<file path="src/rtl/sseg_scan.sv">
// Time-multiplexed 7-segment scan controller: one-hot digit enable, PWM brightness
// with slot-0 dead time, leading-zero blanking and frame-aligned display loads.
module sseg_scan #(
  parameter int DIGITS   = 4,
  parameter int SLOT_CYC = 64
) (
  input  logic                  clk,
  input  logic                  rst,
  input  logic                  enable,
  input  logic [3:0]            bright,
  input  logic                  load_valid,
  output logic                  load_ready,
  input  logic [4*DIGITS-1:0]   load_data,
  input  logic                  load_blank_lz,
  output logic [3:0]            digit_code,
  output logic                  seg_oe,
  output logic [DIGITS-1:0]     dig_en,
  output logic                  frame_tick
);

  localparam int CW = (SLOT_CYC > 1) ? $clog2(SLOT_CYC) : 1;
  localparam int DW = $clog2(DIGITS);
  localparam logic [DIGITS-1:0] DIG_ONE = DIGITS'(1);

  typedef enum logic {ST_OFF = 1'b0, ST_SCAN = 1'b1} state_t;

  state_t              state_r, state_next_s;
  logic [CW-1:0]       cyc_r, cyc_next_s;
  logic [3:0]          slot_r, slot_next_s;
  logic [DW-1:0]       dig_r, dig_next_s;
  logic [4*DIGITS-1:0] disp_r, shadow_r, disp_next_s;
  logic                blank_r, sblank_r, blank_next_s;
  logic                pend_r, pend_next_s;
  logic [3:0]          bright_r;
  logic                win_start_s, boundary_s, apply_s, xfer_s;
  logic                zero_above_s, oe_next_s;
  logic [DIGITS-1:0]   lz_mask_s;
  logic [3:0]          nib_s;
  logic [DIGITS-1:0]   dig_en_r;
  logic [3:0]          digit_code_r;
  logic                seg_oe_r, frame_tick_r, load_ready_r;

  assign dig_en     = dig_en_r;
  assign digit_code = digit_code_r;
  assign seg_oe     = seg_oe_r;
  assign frame_tick = frame_tick_r;
  assign load_ready = load_ready_r;

  // Scan state follows enable; counters restart at zero whenever the scan stops.
  always_comb begin
    state_next_s = state_r;
    cyc_next_s   = '0;
    slot_next_s  = 4'd0;
    dig_next_s   = '0;
    case (state_r)
      ST_OFF:  state_next_s = enable ? ST_SCAN : ST_OFF;
      ST_SCAN: state_next_s = enable ? ST_SCAN : ST_OFF;
      default: state_next_s = ST_OFF;
    endcase
    if (enable) begin
      cyc_next_s  = cyc_r + CW'(1);
      slot_next_s = slot_r;
      dig_next_s  = dig_r;
      if (cyc_r == CW'(SLOT_CYC - 1)) begin
        cyc_next_s = '0;
        if (slot_r == 4'd15) begin
          slot_next_s = 4'd0;
          if (dig_r == DW'(DIGITS - 1)) begin
            dig_next_s = '0;
          end else begin
            dig_next_s = dig_r + DW'(1);
          end
        end else begin
          slot_next_s = slot_r + 4'd1;
        end
      end else begin
        cyc_next_s = cyc_r + CW'(1);
      end
    end else begin
      cyc_next_s = '0;
    end
  end

  // Load handshake, frame-aligned display update and per-digit output terms.
  always_comb begin
    win_start_s  = (slot_r == 4'd0) && (cyc_r == '0);
    boundary_s   = enable && win_start_s && (dig_r == '0);
    apply_s      = pend_r && ((state_r == ST_OFF) || boundary_s);
    xfer_s       = load_valid && load_ready_r;
    disp_next_s  = disp_r;
    blank_next_s = blank_r;
    pend_next_s  = pend_r;
    if (apply_s) begin
      disp_next_s  = shadow_r;
      blank_next_s = sblank_r;
      pend_next_s  = 1'b0;
    end else if (xfer_s) begin
      pend_next_s  = 1'b1;
    end else begin
      pend_next_s  = pend_r;
    end
    // A digit is blank only when it and every more significant nibble are zero.
    zero_above_s = 1'b1;
    lz_mask_s    = '0;
    for (int i = DIGITS - 1; i >= 1; i--) begin
      zero_above_s = zero_above_s & (disp_next_s[4*i +: 4] == 4'd0);
      lz_mask_s[i] = blank_next_s & zero_above_s;
    end
    nib_s     = disp_next_s[{dig_r, 2'b00} +: 4];
    oe_next_s = (slot_r != 4'd0) && (slot_r <= bright_r) && !lz_mask_s[dig_r];
  end

  // State, counters, display/shadow registers and handshake ready.
  always_ff @(posedge clk) begin
    if (rst) begin
      state_r      <= ST_OFF;
      cyc_r        <= '0;
      slot_r       <= 4'd0;
      dig_r        <= '0;
      disp_r       <= '0;
      shadow_r     <= '0;
      blank_r      <= 1'b0;
      sblank_r     <= 1'b0;
      pend_r       <= 1'b0;
      bright_r     <= 4'd0;
      load_ready_r <= 1'b1;
    end else begin
      state_r      <= state_next_s;
      cyc_r        <= cyc_next_s;
      slot_r       <= slot_next_s;
      dig_r        <= dig_next_s;
      disp_r       <= disp_next_s;
      blank_r      <= blank_next_s;
      pend_r       <= pend_next_s;
      load_ready_r <= ~pend_next_s;
      if (xfer_s) begin
        shadow_r <= load_data;
        sblank_r <= load_blank_lz;
      end
      if (enable && win_start_s) begin
        bright_r <= bright;
      end
    end
  end

  // Registered display outputs; dark whenever the scan is not running.
  always_ff @(posedge clk) begin
    if (rst) begin
      dig_en_r     <= '0;
      digit_code_r <= 4'd0;
      seg_oe_r     <= 1'b0;
      frame_tick_r <= 1'b0;
    end else if (enable) begin
      dig_en_r     <= DIG_ONE << dig_r;
      digit_code_r <= nib_s;
      seg_oe_r     <= oe_next_s;
      frame_tick_r <= boundary_s;
    end else begin
      dig_en_r     <= '0;
      digit_code_r <= 4'd0;
      seg_oe_r     <= 1'b0;
      frame_tick_r <= 1'b0;
    end
  end

endmodule
</file>
<file path="config.mk">
export PLATFORM = sky130hd
export DESIGN_NAME = sseg_scan
export DESIGN_NICKNAME = d
export VERILOG_FILES = /design/src/rtl/sseg_scan.sv
export SDC_FILE = /design/constraint.sdc
export NUM_CORES = 1
export LEC_CHECK = 0
export BUFFER_PORTS_ARGS = -buffer_cell sky130_fd_sc_hd__buf_2
export CORE_ASPECT_RATIO = 1.1
export CORE_MARGIN = 2
export CORE_UTILIZATION = 56
export DETAILED_ROUTE_END_ITERATION = 8
export PLACE_DENSITY = 0.77
export SLEW_MARGIN = 20
export SYNTH_ARGS = -nofsm -noshare
export SYNTH_HDL_FRONTEND = slang
export SYNTH_SLANG_ARGS = --single-unit
export TNS_END_PERCENT = 10
</file>
<file path="constraint.sdc">
create_clock -name clk -period 2.7 [get_ports clk]
set_input_delay 0.135 -clock clk [delete_from_list [all_inputs] [get_ports clk]]
set_output_delay 0.135 -clock clk [all_outputs]
set_load 0.05 [all_outputs]
</file>
==> flow_summary_export.csv <==
group,metric,value,unit
global_route,grt_pass1_wl,8130,µm
setup_path,criticalPathCategory,"reg2reg",
timing,setup-violations-final,0,
finish,nets,355,
clock_network,root_buffer,"clkbuf_8",
setup_path,startpoint_type,"flop",
place,portBuffers,35,
yosys,synth_area_leaders,"dfxtp_1, mux2i_1, nand2_1",
yosys,synthArstFlopShare,0,%
setup_path,cp-end-kind,"flop",
clock_network,clk_pin_slew,0.07,ns
detailed_routing,drtPass1Iterations,4,
clock_network,cts_sinks,63,
yosys,ys_seq_elements,63,
timing,rsz0062_at_grt,"false",
yosys,yosysSeqAreaShare,48.6,%
clock_network,cts_made_buffers,9,
global_route,antenna_found_initial,0,
clock_network,cts_tree,"done",
setup_path,critPathRequiredTime,2.93,ns
hold_path,worstHoldPathType,"in2reg",
place,gp_congestion,0.888,
yosys,synth_warnings,0,
power,p_per_area,639,mW/mm²
detailed_routing,drc_errors,0,
power,irDropWorstVdd,355,µV
setup_path,crit_path_top_delay_cell,"dfxtp_1",
yosys,syn_area,0.00259,mm²
setup_path,r2r.worst_path.cells,8,
timing,finClkSkew,0.00814,ns
timing,finalCritPeriodShare,82.8,%
detailed_routing,vias_per_cell,5.30,
clock_network,htreeDepth,3,
clock_network,postCtsSetupBuffers,0,
detailed_routing,num_vias,2004,
yosys,synth_fp_nets,320,
setup_path,critPathMaxStageDelay,0.53,ns
global_route,grt-ovfl-total,0,
timing,tns,0,ns
yosys,synthCells,285,
timing,worst_slew_pin_slew,0.604,ns
floorplanning,start_util,59.2,%
power,power.total,0.00189,W
flow_run,drv_cap,0,
floorplanning,core_region_area,0.00438,mm²
yosys,syn_area_per_cell,9.10,µm²
yosys,synth_top_area_share,48.6,%
power,p_leak,1.38,nW
yosys,synth_edf_count,0,
floorplanning,die_h,75.4,µm
clock_network,clk_path_buf_depth,2,
detailed_routing,wl_per_cell,13.6,µm
floorplanning,die_w,68.9,µm
yosys,yosys.area.top_type,"dfxtp_1",
yosys,synth_common_cells,"dfxtp_1, nand2_1, nor2_1",
place,hpwl,3760,µm
finish,final_core_util,67.7,%
detailed_routing,wl,5140,µm
setup_path,worstPathArrival,2.47,ns
timing,hold_viol_final,0,
global_route,grt_pass1_vias,1845,
floorplanning,rows,25,
timing,fmax,447,MHz
place,dp_cells,363,
clock_network,insertion_delay,0.34,ns
setup_path,path_cells,"inv_1 > ha_1 > and4b_4 > a32oi_4 > buf_12 > mux2i_1 > o22ai_1 > or2_1",
setup_path,crit_fanout,24,
detailed_routing,drtIter0Drc,65,
finish,diodes,0,
floorplanning,dieArea,0.00519,mm²
yosys,yosys.cell_count.top_type,"dfxtp_1",
finish,drive_gt1_share,18.2,%
detailed_routing,final_antenna_net_count,0,
yosys,ys.flop_type,"dfxtp_1",
clock_network,cts_resized,0,
timing,max_slew_margin,59.7,%
floorplanning,io_pins,36,
hold_path,worstHoldPathCells,3,
finish,syn_to_final_growth,14.3,%
global_route,gr-usage-all-layers,21.7,%
clock_network,cts-hold-fix-buffers,0,
status,status,"finished clean",
finish,final_cells,378,
yosys,ys_types,41,
timing,min_period,2.24,ns
timing,drv_slew,0,
global_route,grt_max_degree,40,
==> power by group <==
part           internal [W]  switching, W  leakage, nW
combinational     0.0000876      0.000119        0.771
sequential         0.000968     0.0000283        0.513
clock              0.000344      0.000347       0.0914
==> cells in the final DEF, fill, tap and decap left out, drive strengths merged, types with 4 or more instances in the layout <==
cell type  Yosys  routed
xor2           4       4
nor2          37      37
and3           4       4
nand2         50      50
ha            10      10
clkinv         0       5
dfxtp         63      63
mux2i         22      22
buf            3      37
clkbuf        10      10
a21oi         20      20
inv           16      16
nor4           6       6
nand3          5       5
==> per-stage QoR <==
stage,instance area [µm²],worst slack [ns],hold WS (ns)
floorplan,2590,0.478,0.271
global placement,2800,0.545,0.367
detailed placement,2800,0.479,0.378
CTS,2960,0.461,0.0216
global route,2960,0.363,0.0254
finish,2960,0.464,0.0214
==> worst paths after layout <==
kind | start | to | slack (ns)
max reg2reg | dig_r[0]$_SDFFE_PP0P_ | digit_code[2]$_SDFF_PP0_ | 0.46
min | bright[1] | bright_r[1]$_SDFFE_PP0P_ | 0.02
max | dig_r[0]$_SDFFE_PP0P_ | digit_code[2]$_SDFF_PP0_ | 0.46
min reg2reg | shadow_r[0]$_SDFFE_PP0P_ | shadow_r[0]$_SDFFE_PP0P_ | 0.47
==> final cells by class <==
class                   count  area, µm²
clock inverters             5       25.0
clock buffers              10        138
multi-input cells         193       1210
repair buffers             37        203
fillers                   386       1420
well taps                  54       67.6
inverters                  16       60.1
flip-flops and latches     63       1260
==> flip-flops by register name (all words and copies together) (netlist names), 2 cells and up <==
register / cells
bright_r: 4
disp_r: 16
dig_en: 4
shadow_r: 16
cyc_r: 6
slot_r: 4
digit_code: 4
dig_r: 2
==> critical path: cells and delay by family (launching register included) <==
kind	cells	cell delay [ns]
buffers and inverters	2	0.32
AND/OR/NAND/NOR	2	0.44
AO/OA/AOI/OAI	2	0.34
multiplexers	1	0.26
adder cells (fa/ha/maj)	1	0.23
flip-flops	1	0.53
==> metal layers <==
layer	track usage [%]	share of wire, %
met5	0	0
met4	10.5	1.6
met3	4.87	4.0
met2	36.3	50
met1	26.4	45
==> logic make-up (layout without fill, tap and decap cells) <==
logic type	count (synthesis)	count (layout)	share of synthesized area, %
DFF	63	63	48.6
adders and majority gates	10	10	4.83
and+or+nand+nor	117	117	21.0
buffers and inverters	29	68	4.68
muxes	23	23	8.93
AOI/OAI and AO/OA	36	36	9.56
xor gates and xnor gates	7	7	2.36
Note: power is estimated with default switching activity, not from simulation.
